`config.mk`:
```
export PLATFORM = sky130hd
export DESIGN_NAME = pgm_rom_loader_flat
export DESIGN_NICKNAME = d
export VERILOG_FILES = /design/src/rtl/pgm_rom_loader_pkg.sv /design/src/rtl/pgm_rom_loader_if.sv /design/src/rtl/pgm_rom_loader_fifo.sv /design/src/rtl/pgm_rom_loader.sv /design/src/flat_wrapper.sv
export SDC_FILE = /design/constraint.sdc
export NUM_CORES = 1
export LEC_CHECK = 0
export ABC_AREA = 0
export CAP_MARGIN = 5
export CORE_ASPECT_RATIO = 1.2
export CORE_UTILIZATION = 35
export DETAILED_ROUTE_END_ITERATION = 10
export MAX_ROUTING_LAYER = met4
export PLACE_DENSITY = 0.62
export SLEW_MARGIN = 5
export SYNTH_ARGS = -nofsm -noshare
export SYNTH_HDL_FRONTEND = slang
export SYNTH_SLANG_ARGS = --single-unit
```
`constraint.sdc`:
```
create_clock -name CLK_50M -period 9.9 [get_ports CLK_50M]
set_clock_uncertainty 0.1 [all_clocks]
set_input_delay 2.475 -clock CLK_50M [delete_from_list [all_inputs] [get_ports CLK_50M]]
set_output_delay 2.475 -clock CLK_50M [all_outputs]
set_load 0.05 [all_outputs]
```
`src/rtl/pgm_rom_loader_pkg.sv`:
```
// Shared constants and types for the PGM ROM loader: region bases, file
// indices and the loader state encoding.
package pgm_loader_pkg;

  localparam logic [23:0] PGM_BASE_PRG  = 24'h000000;
  localparam logic [23:0] PGM_BASE_TILE = 24'h100000;
  localparam logic [23:0] PGM_BASE_SPR  = 24'h400000;
  localparam logic [23:0] PGM_BASE_SND  = 24'hC00000;

  localparam logic [7:0] PGM_IDX_PRG  = 8'd0;
  localparam logic [7:0] PGM_IDX_TILE = 8'd1;
  localparam logic [7:0] PGM_IDX_SPR  = 8'd2;
  localparam logic [7:0] PGM_IDX_SND  = 8'd3;

  typedef enum logic [1:0] {
    IDLE  = 2'd0,
    LOAD  = 2'd1,
    DRAIN = 2'd2,
    DONE  = 2'd3
  } pgm_state_e;

  function automatic logic index_mapped(input logic [7:0] idx);
    return (idx <= PGM_IDX_SND);
  endfunction

  // Unmapped indices return 0; callers must gate with index_mapped().
  function automatic logic [23:0] region_base(input logic [7:0] idx);
    logic [23:0] base;
    base = 24'h000000;
    case (idx)
      PGM_IDX_PRG:  base = PGM_BASE_PRG;
      PGM_IDX_TILE: base = PGM_BASE_TILE;
      PGM_IDX_SPR:  base = PGM_BASE_SPR;
      PGM_IDX_SND:  base = PGM_BASE_SND;
      default:      base = 24'h000000;
    endcase
    return base;
  endfunction

endpackage

```
`src/rtl/pgm_rom_loader_if.sv`:
```
// Bus bundles for the loader: the HPS ioctl download stream (HPS is master)
// and the SDRAM write request channel (loader is master).
interface pgm_ioctl_if;
  logic        ioctl_download;
  logic        ioctl_wr;
  logic [26:0] ioctl_addr;
  logic [15:0] ioctl_dout;
  logic [7:0]  ioctl_index;
  logic        ioctl_wait;

  modport master (
    output ioctl_download, ioctl_wr, ioctl_addr, ioctl_dout, ioctl_index,
    input  ioctl_wait
  );

  modport slave (
    input  ioctl_download, ioctl_wr, ioctl_addr, ioctl_dout, ioctl_index,
    output ioctl_wait
  );
endinterface

interface pgm_mem_if #(parameter int ADDR_W = 24);
  logic              mem_req;
  logic              mem_ack;
  logic [ADDR_W-1:0] mem_addr;
  logic [15:0]       mem_data;

  modport master (
    output mem_req, mem_addr, mem_data,
    input  mem_ack
  );

  modport slave (
    input  mem_req, mem_addr, mem_data,
    output mem_ack
  );
endinterface

```
`src/rtl/pgm_rom_loader_fifo.sv`:
```
// Small synchronous FIFO holding {word address, data} pairs between the
// ioctl stream and the SDRAM request channel. Overfull pushes and empty
// pops are ignored here; the caller reports overflow.
module pgm_loader_fifo
  import pgm_loader_pkg::*;
#(
  parameter int DEPTH = 8,
  parameter int WIDTH = 40,
  localparam int CNT_W = $clog2(DEPTH) + 1
) (
  input  logic             CLK_50M,
  input  logic             RESET,
  input  logic             push,
  input  logic             pop,
  input  logic [WIDTH-1:0] wr_data,
  output logic [WIDTH-1:0] rd_data,
  output logic             full,
  output logic             empty,
  output logic [CNT_W-1:0] count
);

  localparam int PTR_W = $clog2(DEPTH);

  logic [WIDTH-1:0] slot [DEPTH];
  logic [PTR_W-1:0] wr_ptr;
  logic [PTR_W-1:0] rd_ptr;
  logic             do_push;
  logic             do_pop;

  function automatic logic [PTR_W-1:0] ptr_next(input logic [PTR_W-1:0] p);
    return (p == PTR_W'(DEPTH - 1)) ? '0 : p + PTR_W'(1);
  endfunction

  assign full    = (count == CNT_W'(DEPTH));
  assign empty   = (count == '0);
  assign do_push = push & ~full;
  assign do_pop  = pop & ~empty;
  assign rd_data = slot[rd_ptr];

  // Pointer and occupancy tracking; a simultaneous push and pop leaves count unchanged.
  always_ff @(posedge CLK_50M) begin
    if (RESET) begin
      wr_ptr <= '0;
      rd_ptr <= '0;
      count  <= '0;
    end else begin
      if (do_push) wr_ptr <= ptr_next(wr_ptr);
      if (do_pop)  rd_ptr <= ptr_next(rd_ptr);
      case ({do_push, do_pop})
        2'b10:   count <= count + CNT_W'(1);
        2'b01:   count <= count - CNT_W'(1);
        default: count <= count;
      endcase
    end
  end

  // Storage array; not reset, since the pointers define which entries are live.
  always_ff @(posedge CLK_50M) begin
    if (do_push && !RESET) slot[wr_ptr] <= wr_data;
  end

endmodule

```
`src/rtl/pgm_rom_loader.sv`:
```
// Sink of the HPS ioctl download: maps each word into the SDRAM word space by
// file index, queues it, and writes it out over a req/ack channel. Reports
// when the whole image is committed so the core can leave reset.
//
// state | meaning
// IDLE  | after reset, waiting for the first download window
// LOAD  | download window open, words accepted into the FIFO
// DRAIN | window closed, flushing remaining words to SDRAM (HPS held off)
// DONE  | image fully committed, rom_loaded high
module pgm_rom_loader
  import pgm_loader_pkg::*;
#(
  parameter int FIFO_DEPTH  = 8,
  parameter int ADDR_W      = 24,
  parameter int WAIT_THRESH = 6
) (
  input  logic              CLK_50M,
  input  logic              RESET,
  pgm_ioctl_if.slave        ioctl,
  pgm_mem_if.master         mem,
  output logic              rom_loaded,
  output logic              err_index,
  output logic              err_ovf,
  output logic [ADDR_W-1:0] word_count
);

  localparam int CNT_W = $clog2(FIFO_DEPTH) + 1;
  localparam int ENT_W = ADDR_W + 16;

  pgm_state_e        state;
  logic              dl_q;
  logic              dl_rise;
  logic              dl_fall;
  logic              rise_pend;
  logic              wr_live;
  logic              idx_ok;
  logic              push;
  logic              pop;
  logic [ADDR_W-1:0] wr_addr;
  logic [ENT_W-1:0]  head;
  logic              fifo_full;
  logic              fifo_empty;
  logic [CNT_W-1:0]  fifo_count;
  logic              wait_q;
  logic              req_q;
  logic [ADDR_W-1:0] addr_q;
  logic [15:0]       data_q;
  logic              unused_addr_bits;

  assign dl_rise = ioctl.ioctl_download & ~dl_q;
  assign dl_fall = ~ioctl.ioctl_download & dl_q;
  assign wr_live = ioctl.ioctl_wr & ioctl.ioctl_download & (state == LOAD);
  assign idx_ok  = index_mapped(ioctl.ioctl_index);
  assign push    = wr_live & idx_ok & ~fifo_full;
  // An ack only counts while a request is outstanding.
  assign pop     = req_q & mem.mem_ack;
  // Byte address to word address; the sum wraps at ADDR_W bits.
  assign wr_addr = ADDR_W'(region_base(ioctl.ioctl_index)) + ioctl.ioctl_addr[ADDR_W:1];

  // Byte lane select and address bits beyond the SDRAM space are not used.
  assign unused_addr_bits = &{1'b0, ioctl.ioctl_addr[26:ADDR_W+1], ioctl.ioctl_addr[0]};

  assign ioctl.ioctl_wait = wait_q;
  assign mem.mem_req      = req_q;
  assign mem.mem_addr     = addr_q;
  assign mem.mem_data     = data_q;

  pgm_loader_fifo #(
    .DEPTH (FIFO_DEPTH),
    .WIDTH (ENT_W)
  ) u_fifo (
    .CLK_50M (CLK_50M),
    .RESET   (RESET),
    .push    (push),
    .pop     (pop),
    .wr_data ({wr_addr, ioctl.ioctl_dout}),
    .rd_data (head),
    .full    (fifo_full),
    .empty   (fifo_empty),
    .count   (fifo_count)
  );

  // Load sequencing, SDRAM handshake, sticky errors and all registered outputs.
  always_ff @(posedge CLK_50M) begin
    if (RESET) begin
      state      <= IDLE;
      dl_q       <= 1'b0;
      rise_pend  <= 1'b0;
      wait_q     <= 1'b0;
      req_q      <= 1'b0;
      addr_q     <= '0;
      data_q     <= '0;
      rom_loaded <= 1'b0;
      err_index  <= 1'b0;
      err_ovf    <= 1'b0;
      word_count <= '0;
    end else begin
      dl_q   <= ioctl.ioctl_download;
      wait_q <= (32'(fifo_count) >= WAIT_THRESH) || (state == DRAIN);

      // Request is raised from the FIFO head and held until acked; dropping
      // it on the ack cycle guarantees a one-cycle gap before the next one.
      if (pop) begin
        req_q      <= 1'b0;
        word_count <= word_count + ADDR_W'(1);
      end else if (!req_q && !fifo_empty) begin
        req_q  <= 1'b1;
        addr_q <= head[ENT_W-1:16];
        data_q <= head[15:0];
      end

      if (wr_live && !idx_ok)             err_index <= 1'b1;
      if (wr_live && idx_ok && fifo_full) err_ovf   <= 1'b1;

      case (state)
        IDLE: begin
          if (dl_rise) begin
            state      <= LOAD;
            word_count <= '0;
            rom_loaded <= 1'b0;
            err_index  <= 1'b0;
            err_ovf    <= 1'b0;
          end
        end
        LOAD: begin
          if (dl_fall) state <= DRAIN;
        end
        DRAIN: begin
          // A new window opening mid-drain is remembered and started from DONE.
          if (dl_rise) rise_pend <= 1'b1;
          if (fifo_empty && !req_q) begin
            state      <= DONE;
            rom_loaded <= 1'b1;
          end
        end
        DONE: begin
          if (dl_rise || rise_pend) begin
            state      <= LOAD;
            rise_pend  <= 1'b0;
            word_count <= '0;
            rom_loaded <= 1'b0;
            err_index  <= 1'b0;
            err_ovf    <= 1'b0;
          end
        end
        default: state <= IDLE;
      endcase
    end
  end

endmodule

```
`src/flat_wrapper.sv`:
```
// flat-port wrapper written by rule: the top's interface ports become plain ports
module pgm_rom_loader_flat import pgm_loader_pkg::*;
#(
  parameter int FIFO_DEPTH  = 8,
  parameter int ADDR_W      = 24,
  parameter int WAIT_THRESH = 6
)
  (CLK_50M, RESET, rom_loaded, err_index, err_ovf, word_count, ioctl_ioctl_download, ioctl_ioctl_wr, ioctl_ioctl_addr, ioctl_ioctl_dout, ioctl_ioctl_index, ioctl_ioctl_wait, mem_mem_req, mem_mem_addr, mem_mem_data, mem_mem_ack);
  pgm_ioctl_if ioctl_i ();
  pgm_mem_if #(.ADDR_W(ADDR_W)) mem_i ();
  input  logic CLK_50M;
  input  logic RESET;
  output logic rom_loaded;
  output logic err_index;
  output logic err_ovf;
  output logic [ADDR_W-1:0] word_count;
  input wire logic [$bits(ioctl_i.ioctl_download)-1:0] ioctl_ioctl_download;
  input wire logic [$bits(ioctl_i.ioctl_wr)-1:0] ioctl_ioctl_wr;
  input wire logic [$bits(ioctl_i.ioctl_addr)-1:0] ioctl_ioctl_addr;
  input wire logic [$bits(ioctl_i.ioctl_dout)-1:0] ioctl_ioctl_dout;
  input wire logic [$bits(ioctl_i.ioctl_index)-1:0] ioctl_ioctl_index;
  output wire logic [$bits(ioctl_i.ioctl_wait)-1:0] ioctl_ioctl_wait;
  output wire logic [$bits(mem_i.mem_req)-1:0] mem_mem_req;
  output wire logic [$bits(mem_i.mem_addr)-1:0] mem_mem_addr;
  output wire logic [$bits(mem_i.mem_data)-1:0] mem_mem_data;
  input wire logic [$bits(mem_i.mem_ack)-1:0] mem_mem_ack;
  assign ioctl_i.ioctl_download = ioctl_ioctl_download;
  assign ioctl_i.ioctl_wr = ioctl_ioctl_wr;
  assign ioctl_i.ioctl_addr = ioctl_ioctl_addr;
  assign ioctl_i.ioctl_dout = ioctl_ioctl_dout;
  assign ioctl_i.ioctl_index = ioctl_ioctl_index;
  assign ioctl_ioctl_wait = ioctl_i.ioctl_wait;
  assign mem_mem_req = mem_i.mem_req;
  assign mem_mem_addr = mem_i.mem_addr;
  assign mem_mem_data = mem_i.mem_data;
  assign mem_i.mem_ack = mem_mem_ack;
  pgm_rom_loader #(.FIFO_DEPTH(FIFO_DEPTH), .ADDR_W(ADDR_W), .WAIT_THRESH(WAIT_THRESH)) u_core (.CLK_50M(CLK_50M), .RESET(RESET), .ioctl(ioctl_i), .mem(mem_i), .rom_loaded(rom_loaded), .err_index(err_index), .err_ovf(err_ovf), .word_count(word_count));
endmodule
```
==> results of run 1 <==
-- final cells by class --
class	count	share of cell area [%]
Inverter	12	0.240
Timing Repair Buffer	141	7.24
Tap cell	552	3.69
Sequential cell	403	60.2
Clock inverter	21	1.54
Multi-Input combinational cell	414	20.6
Clock buffer	57	6.46
Antenna cell	2	0.0267
-- how the worst min path moves through the flow --
stage,endpoint,cells past startpoint,slack [ps]
final,u_core.err_ovf,2,360
after global routing,u_core.rom_loaded,2,390
after CTS,u_core.err_ovf,2,370
after floorplan,u_core.rise_pend,2,370
after global placement,u_core.rom_loaded,2,350
after detailed placement,u_core.err_ovf,2,360
-- worst max-delay path: cells and delay by family --
| family | cells | cell delay, ps |
|---|---|---|
| buffers and inverters | 2 | 690 |
| XOR/XNOR | 2 | 250 |
| AND/OR/NAND/NOR | 4 | 1510 |
| adder cells (fa/ha/maj) | 2 | 550 |
| AO/OA/AOI/OAI | 2 | 290 |
-- cells in the mapped netlist (all sizes together) (2+ instances only) --
cell,n
nor4,7
inv,12
o31ai,9
edfxtp,320
nor3b,3
xnor2,7
and4,2
and3,6
a31oi,2
nand4,5
nor4b,2
nor3,48
o21ai,10
nor2b,4
mux2,4
o22ai,41
buf,18
nand3,14
ha,16
nor2,73
mux2i,5
or3,4
xor2,10
or4,11
nand2b,7
mux4,80
dfxtp,83
clkbuf,27
nand2,12
nand3b,3
a211oi,3
a21oi,20
-- metal layers --
metal  track usage (%)  routed length (um)  part of all wire (%)  vias to the layer above
li1                  -                   -                     -                     3802
met3              2.83                1690                   5.2                       51
met4              3.98                 473                   1.5                        0
met2              24.4               15600                    48                      184
met5                 -                   0                     0                        -
met1              19.8               14500                    45                     4213
-- flip-flops by register name, summed over array words and instances, names as in the netlist --
signal,flops
u_core.mem.mem_req,1
u_core.state,2
u_core.u_fifo.wr_ptr,3
u_core.u_fifo.count,4
u_core.err_ovf,1
u_core.mem.mem_addr,24
u_core.u_fifo.rd_ptr,3
u_core.dl_q,1
u_core.ioctl.ioctl_wait,1
u_core.u_fifo.slot,320
u_core.rise_pend,1
u_core.err_index,1
u_core.mem.mem_data,16
u_core.word_count,24
u_core.rom_loaded,1
-- cell families after synthesis --
family	after synthesis	share of synthesized area, %
buf+inv	57	1.58
xor+xnor	17	0.971
compound gates	89	3.54
flops	403	73.5
mux	89	12.4
simple gates	203	6.69
fa+ha+maj	16	1.31
-- through the flow --
stage          cell area [sq um]  total power, mW
2_1_floorplan              15300             1.96
3_3_place_gp               17200             2.02
3_5_place_dp               17200             2.02
4_1_cts                    18700             3.69
5_1_grt                    18700             3.76
6_report                   18700             3.64
-- where the power goes --
group | internal [mW] | switching (mW) | total, mW
clock network | 1.02 | 0.641 | 1.66
logic | 0.0515 | 0.0923 | 0.144
registers | 1.83 | 0.00656 | 1.84
==> flow_summary_export.csv, run 1 <==
group,metric,value,unit
clock_network,cts_tree,"done",
timing,timing.final.hold_violations,0,
timing,post-route-min-period,5400,ps
final_layout,n_fill_cell,3805,
die,die_h,231,um
logic_synthesis,syn_nets,946,
critical_path,critPathRequiredTime,10260,ps
die,floorplan.initialDensity,35.6,%
clock_network,clk_latency,550,ps
critical_path,startpoint,"ioctl_ioctl_index[4]",
critical_path,cp-start-kind,"primary input",
final_layout,nNetsFinal,1087,
critical_path,ff2ff_path_depth,12,
final_layout,layout-drive-gt1-share,18.1,%
clock_network,cts_made_buffers,43,
detailed_routing,post-route-drc-count,14,
timing,worstMarginPinSlew,1070,ps
outcome,violations,"design-rule violations",
final_layout,regArea,11300,sq um
job,max_cap_violations,0,
logic_synthesis,syn_area,15300,sq um
clock_network,postCtsSetupBuffers,0,
placement,place.gp.congestion,0.798,
logic_synthesis,ys_types,45,
outcome,status,"finished with violations",
final_layout,most-common-layout-cells,"320 x edfxtp_1, 120 x clkdlybuf4s50_1, 81 x dfxtp_1",
placement,place_inst,1522,
die,ios,125,
timing,drv_slew,0,
logic_synthesis,yosys.area.top_type,"edfxtp_1",
grt,grt_use_total,15.2,%
logic_synthesis,async_flop_share,0,%
critical_path,end_kind,"register",
grt,grt_overflow,0,
clock_network,cts-root-buf,"clkbuf_16",
final_layout,multi_input_area,3870,sq um
die,rows,83,
critical_path,endpoint,"u_core.u_fifo.count[2]",
grt,grt_pass1_vias,8575,
timing,setup_viol,0,
logic_synthesis,syn_area_per_cell,17.5,sq um
final_layout,area_growth,22.3,%
clock_network,path_clk_slew,60,ps
logic_synthesis,synth-seq-area-share,73.5,%
die,die_w,193,um
grt,antenna_found_initial,2,
worst_hold_path,min_path_type,"reg2reg",
die,core,43000,sq um
timing,fin_ws,4500,ps
grt,grt_max_degree,67,
detailed_routing,wire_per_inst,20.1,um
clock_network,cts_max_path_buffers,3,
clock_network,ctsHoldBuffers,0,
logic_synthesis,synthCells,874,
timing,rsz0062_at_grt,"false",
final_layout,instances_no_fill,1602,
pwr,irDropWorstVdd,107,uV
critical_path,regToRegStartpoint,"u_core.state[1]",
pwr,power.leakage,5.82,nW
logic_synthesis,ys.warnings.count,0,
clock_network,htreeDepth,2,
logic_synthesis,synth_top_area_share,62.7,%
detailed_routing,firstDrtPassIters,8,
timing,slew_headroom,27.9,%
detailed_routing,final_antenna_net_count,0,
detailed_routing,routed_wl,32.3,mm
timing,max_freq,185,MHz
detailed_routing,num_vias,8250,
clock_network,cts.sinks,403,
detailed_routing,drtIter0Drc,476,
logic_synthesis,ys_top_cells_by_area,"edfxtp_1 63%, mux4_2 12%, dfxtp_1 11%",
logic_synthesis,synth_top_flop_cell,"edfxtp_1",
placement,port_buffers,121,
worst_hold_path,hp-start,"u_core.err_ovf",
logic_synthesis,ys_ff_latch,403,
die,die-area,44600,sq um
final_layout,final_common_cell,"edfxtp_1",
detailed_routing,viasPerCell,5.15,
timing,whs,365,ps
critical_path,slowest_delay,900,ps
critical_path,cp.arrival,5770,ps
critical_path,reg2reg_slack,6460,ps
critical_path,slowest_stage,"nor3_1",
clock_network,cts-resized-gates,0,
critical_path,worstPathMaxFanout,8,
grt,grt_pass1_wl,49.6,mm
critical_path,critical_path_class,"in2reg",
critical_path,path_cells,"clkdlybuf4s50_1, nor2_1, nand3_1, nor3_1, inv_2, ha_1, xor2_1, ha_1, a21oi_1, xor2_1, or3_1, a21oi_1",
placement,place_ws,3980,ps
logic_synthesis,synth_edf_count,320,
timing,fin_crit_sh,54.6,%
timing,tns,0,ps
final_layout,final_util,43.6,%
placement,dpl.hpwl,18.1,mm
pwr,power_density,194,nW/um^2
critical_path,worstReg2RegEnd,"u_core.u_fifo.count[2]",
Power figures use the tool's default switching activity.
==> run 2, diff against run 1 <==
Clock period 9.9 ns to 5.5 ns, I/O delays scaled along.
==> run 2 against run 1 <==
Effect of this change: non-clock buffer count up 2; sequential share of layout area up 0.072 points; clock-buffer cell count down 9; combinational power up 78%; via count down 0.69%; sequential power up 80%; wire length down 0.74%; first-iteration DRC count up 21%; worst setup slack worse by 2600 ps; the run still ends with design-rule violations left; worst hold slack better by 18 ps; largest power group unchanged.
==> flow_summary_export.csv, run 2 (synthesis results as in run 1) <==
group,metric,value,unit
timing,max_freq,278,MHz
die,core,43000,sq um
timing,timing.final.hold_violations,0,
die,die_w,193,um
clock_network,clk_latency,550,ps
final_layout,layout-drive-gt1-share,18.1,%
timing,slew_headroom,23.6,%
detailed_routing,routed_wl,32.0,mm
final_layout,fin_area,18700,sq um
final_layout,area_growth,22.1,%
placement,place.gp.congestion,0.805,
timing,fin_ws,1910,ps
critical_path,end_kind,"register",
final_layout,largest_reg_flops,320,
die,die-area,44600,sq um
pwr,p_sw_share,20.6,%
placement,place_area,17300,sq um
clock_network,postCtsSetupBuffers,0,
pwr,power.internal,5.18,mW
detailed_routing,num_vias,8193,
critical_path,cp-start-kind,"primary input",
pwr,power_density,348,nW/um^2
pwr,clkPwrFrac,45.3,%
pwr,p_switching,1.34,mW
placement,port_buffers,121,
clock_network,path_clk_slew,60,ps
final_layout,max_flop_register,"u_core.u_fifo.slot",
placement,place_ws,1360,ps
critical_path,critPathRequiredTime,5870,ps
die,die_h,231,um
die,rows,83,
job,max_cap_violations,0,
detailed_routing,drtIter0Drc,576,
timing,rsz0062_at_grt,"false",
outcome,violations,"design-rule violations",
timing,worstMarginPinSlew,1150,ps
detailed_routing,wire_per_inst,20.0,um
detailed_routing,post-route-drc-count,15,
detailed_routing,final_antenna_net_count,0,
critical_path,cp.arrival,3970,ps
clock_network,htreeDepth,2,
pwr,power.leakage,5.81,nW
pwr,seq_power_share,50.8,%
grt,grt_pass1_vias,8417,
final_layout,nNetsFinal,1087,
pwr,pwr-share-comb,3.9,%
timing,setup_viol,0,
detailed_routing,viasPerCell,5.11,
clock_network,cts-root-buf,"clkbuf_16",
worst_hold_path,min_path_type,"reg2reg",
final_layout,final_common_cell,"edfxtp_1",
final_layout,n_fill_cell,3791,
detailed_routing,firstDrtPassIters,8,
pwr,irDropWorstVdd,183,uV
timing,post-route-min-period,3590,ps
final_layout,most-common-layout-cells,"320 x edfxtp_1, 120 x clkdlybuf4s50_1, 81 x dfxtp_1",
timing,fin_crit_sh,65.3,%
critical_path,critical_path_class,"in2reg",
grt,grt_use_total,15.1,%
clock_network,cts_made_buffers,41,
grt,grt_max_degree,50,
timing,drv_slew,0,
grt,grt_pass1_wl,49.4,mm
clock_network,cts_tree,"done",
die,floorplan.initialDensity,35.6,%
critical_path,worstPathMaxFanout,8,
clock_network,cts.sinks,403,
grt,grt_overflow,0,
clock_network,cts_max_path_buffers,3,
die,ios,125,
placement,dpl.hpwl,18.6,mm
clock_network,cts-resized-gates,0,
grt,antenna_found_initial,2,
clock_network,ctsHoldBuffers,0,
outcome,status,"finished with violations",
run 2: cell types whose count changed in the layout (fill, tap and decap cells not counted), moves of 2 or more:
cell	delta
clkbuf_16	-3
clkbuf_1	-2
clkinv_2	+2
bufinv_16	+2
inv_6	+2
clkbuf_8	-4
clkinv_1	+2
run 2: final timing paths:
| path | startpoint | end | slack, ps | cells past startpoint |
|---|---|---|---|---|
| setup reg to reg | u_core.u_fifo.count[1] | u_core.u_fifo.count[2] | 2550 | 11 |
| setup / recovery | ioctl_ioctl_index[7] | u_core.u_fifo.count[2] | 1910 | 13 |
| hold / removal | u_core.rom_loaded | u_core.rom_loaded | 380 | 2 |
| hold reg to reg | u_core.rom_loaded | u_core.rom_loaded | 380 | 2 |
run 2: cell type report:
type                       instances  area, sq um  area share, %
timing repair buffer             143         1380           7.39
clock buffer                      48         1070           5.73
antenna                            2         5.00         0.0267
tap                              552          691           3.69
sequential                       403        11300           60.3
inverter                          12         45.0          0.241
clock inverter                    28          375           2.01
multi-input combinational        414         3870           20.7
run 2: per-stage QoR:
stage	hold WS, ps	power (mW)	TNS, ps	instances	util [%]
6_report	383	6.52	0	1602	43.5
3_5_place_dp	371	3.63	0	1524	40.2
4_1_cts	380	6.59	0	1600	43.5
3_3_place_gp	364	3.63	0	1524	40.2
2_1_floorplan	370	3.52	-231420	874	-
5_1_grt	407	6.74	0	1602	43.5
run 2: worst max-delay path, stage by stage:
cell	delay, ps
clkdlybuf4s50_1	400
nor2_1	130
nand3_1	190
nor3_1	240
buf_4	200
inv_2	110
ha_1	280
xor2_1	170
ha_1	190
a21oi_1	140
xor2_1	90
or3_1	310
a21oi_1	130
run 2: power by group through the flow:
stage / clock network, mW / registers [mW] / logic, mW
6_report: 2.95 / 3.31 / 0.256
2_1_floorplan: 0 / 3.40 / 0.123
3_3_place_gp: 0 / 3.38 / 0.250
5_1_grt: 3.14 / 3.31 / 0.293
4_1_cts: 3.02 / 3.31 / 0.257
3_5_place_dp: 0 / 3.38 / 0.256
run 2: routing by layer:
| metal | track usage, % | up-vias | share of wire [%] |
|---|---|---|---|
| li1 | - | 3777 | - |
| met1 | 19.5 | 4183 | 43 |
| met2 | 24.3 | 199 | 50 |
| met3 | 3.12 | 34 | 6.1 |
| met4 | 3.61 | 0 | 1.2 |
| met5 | - | - | 0 |
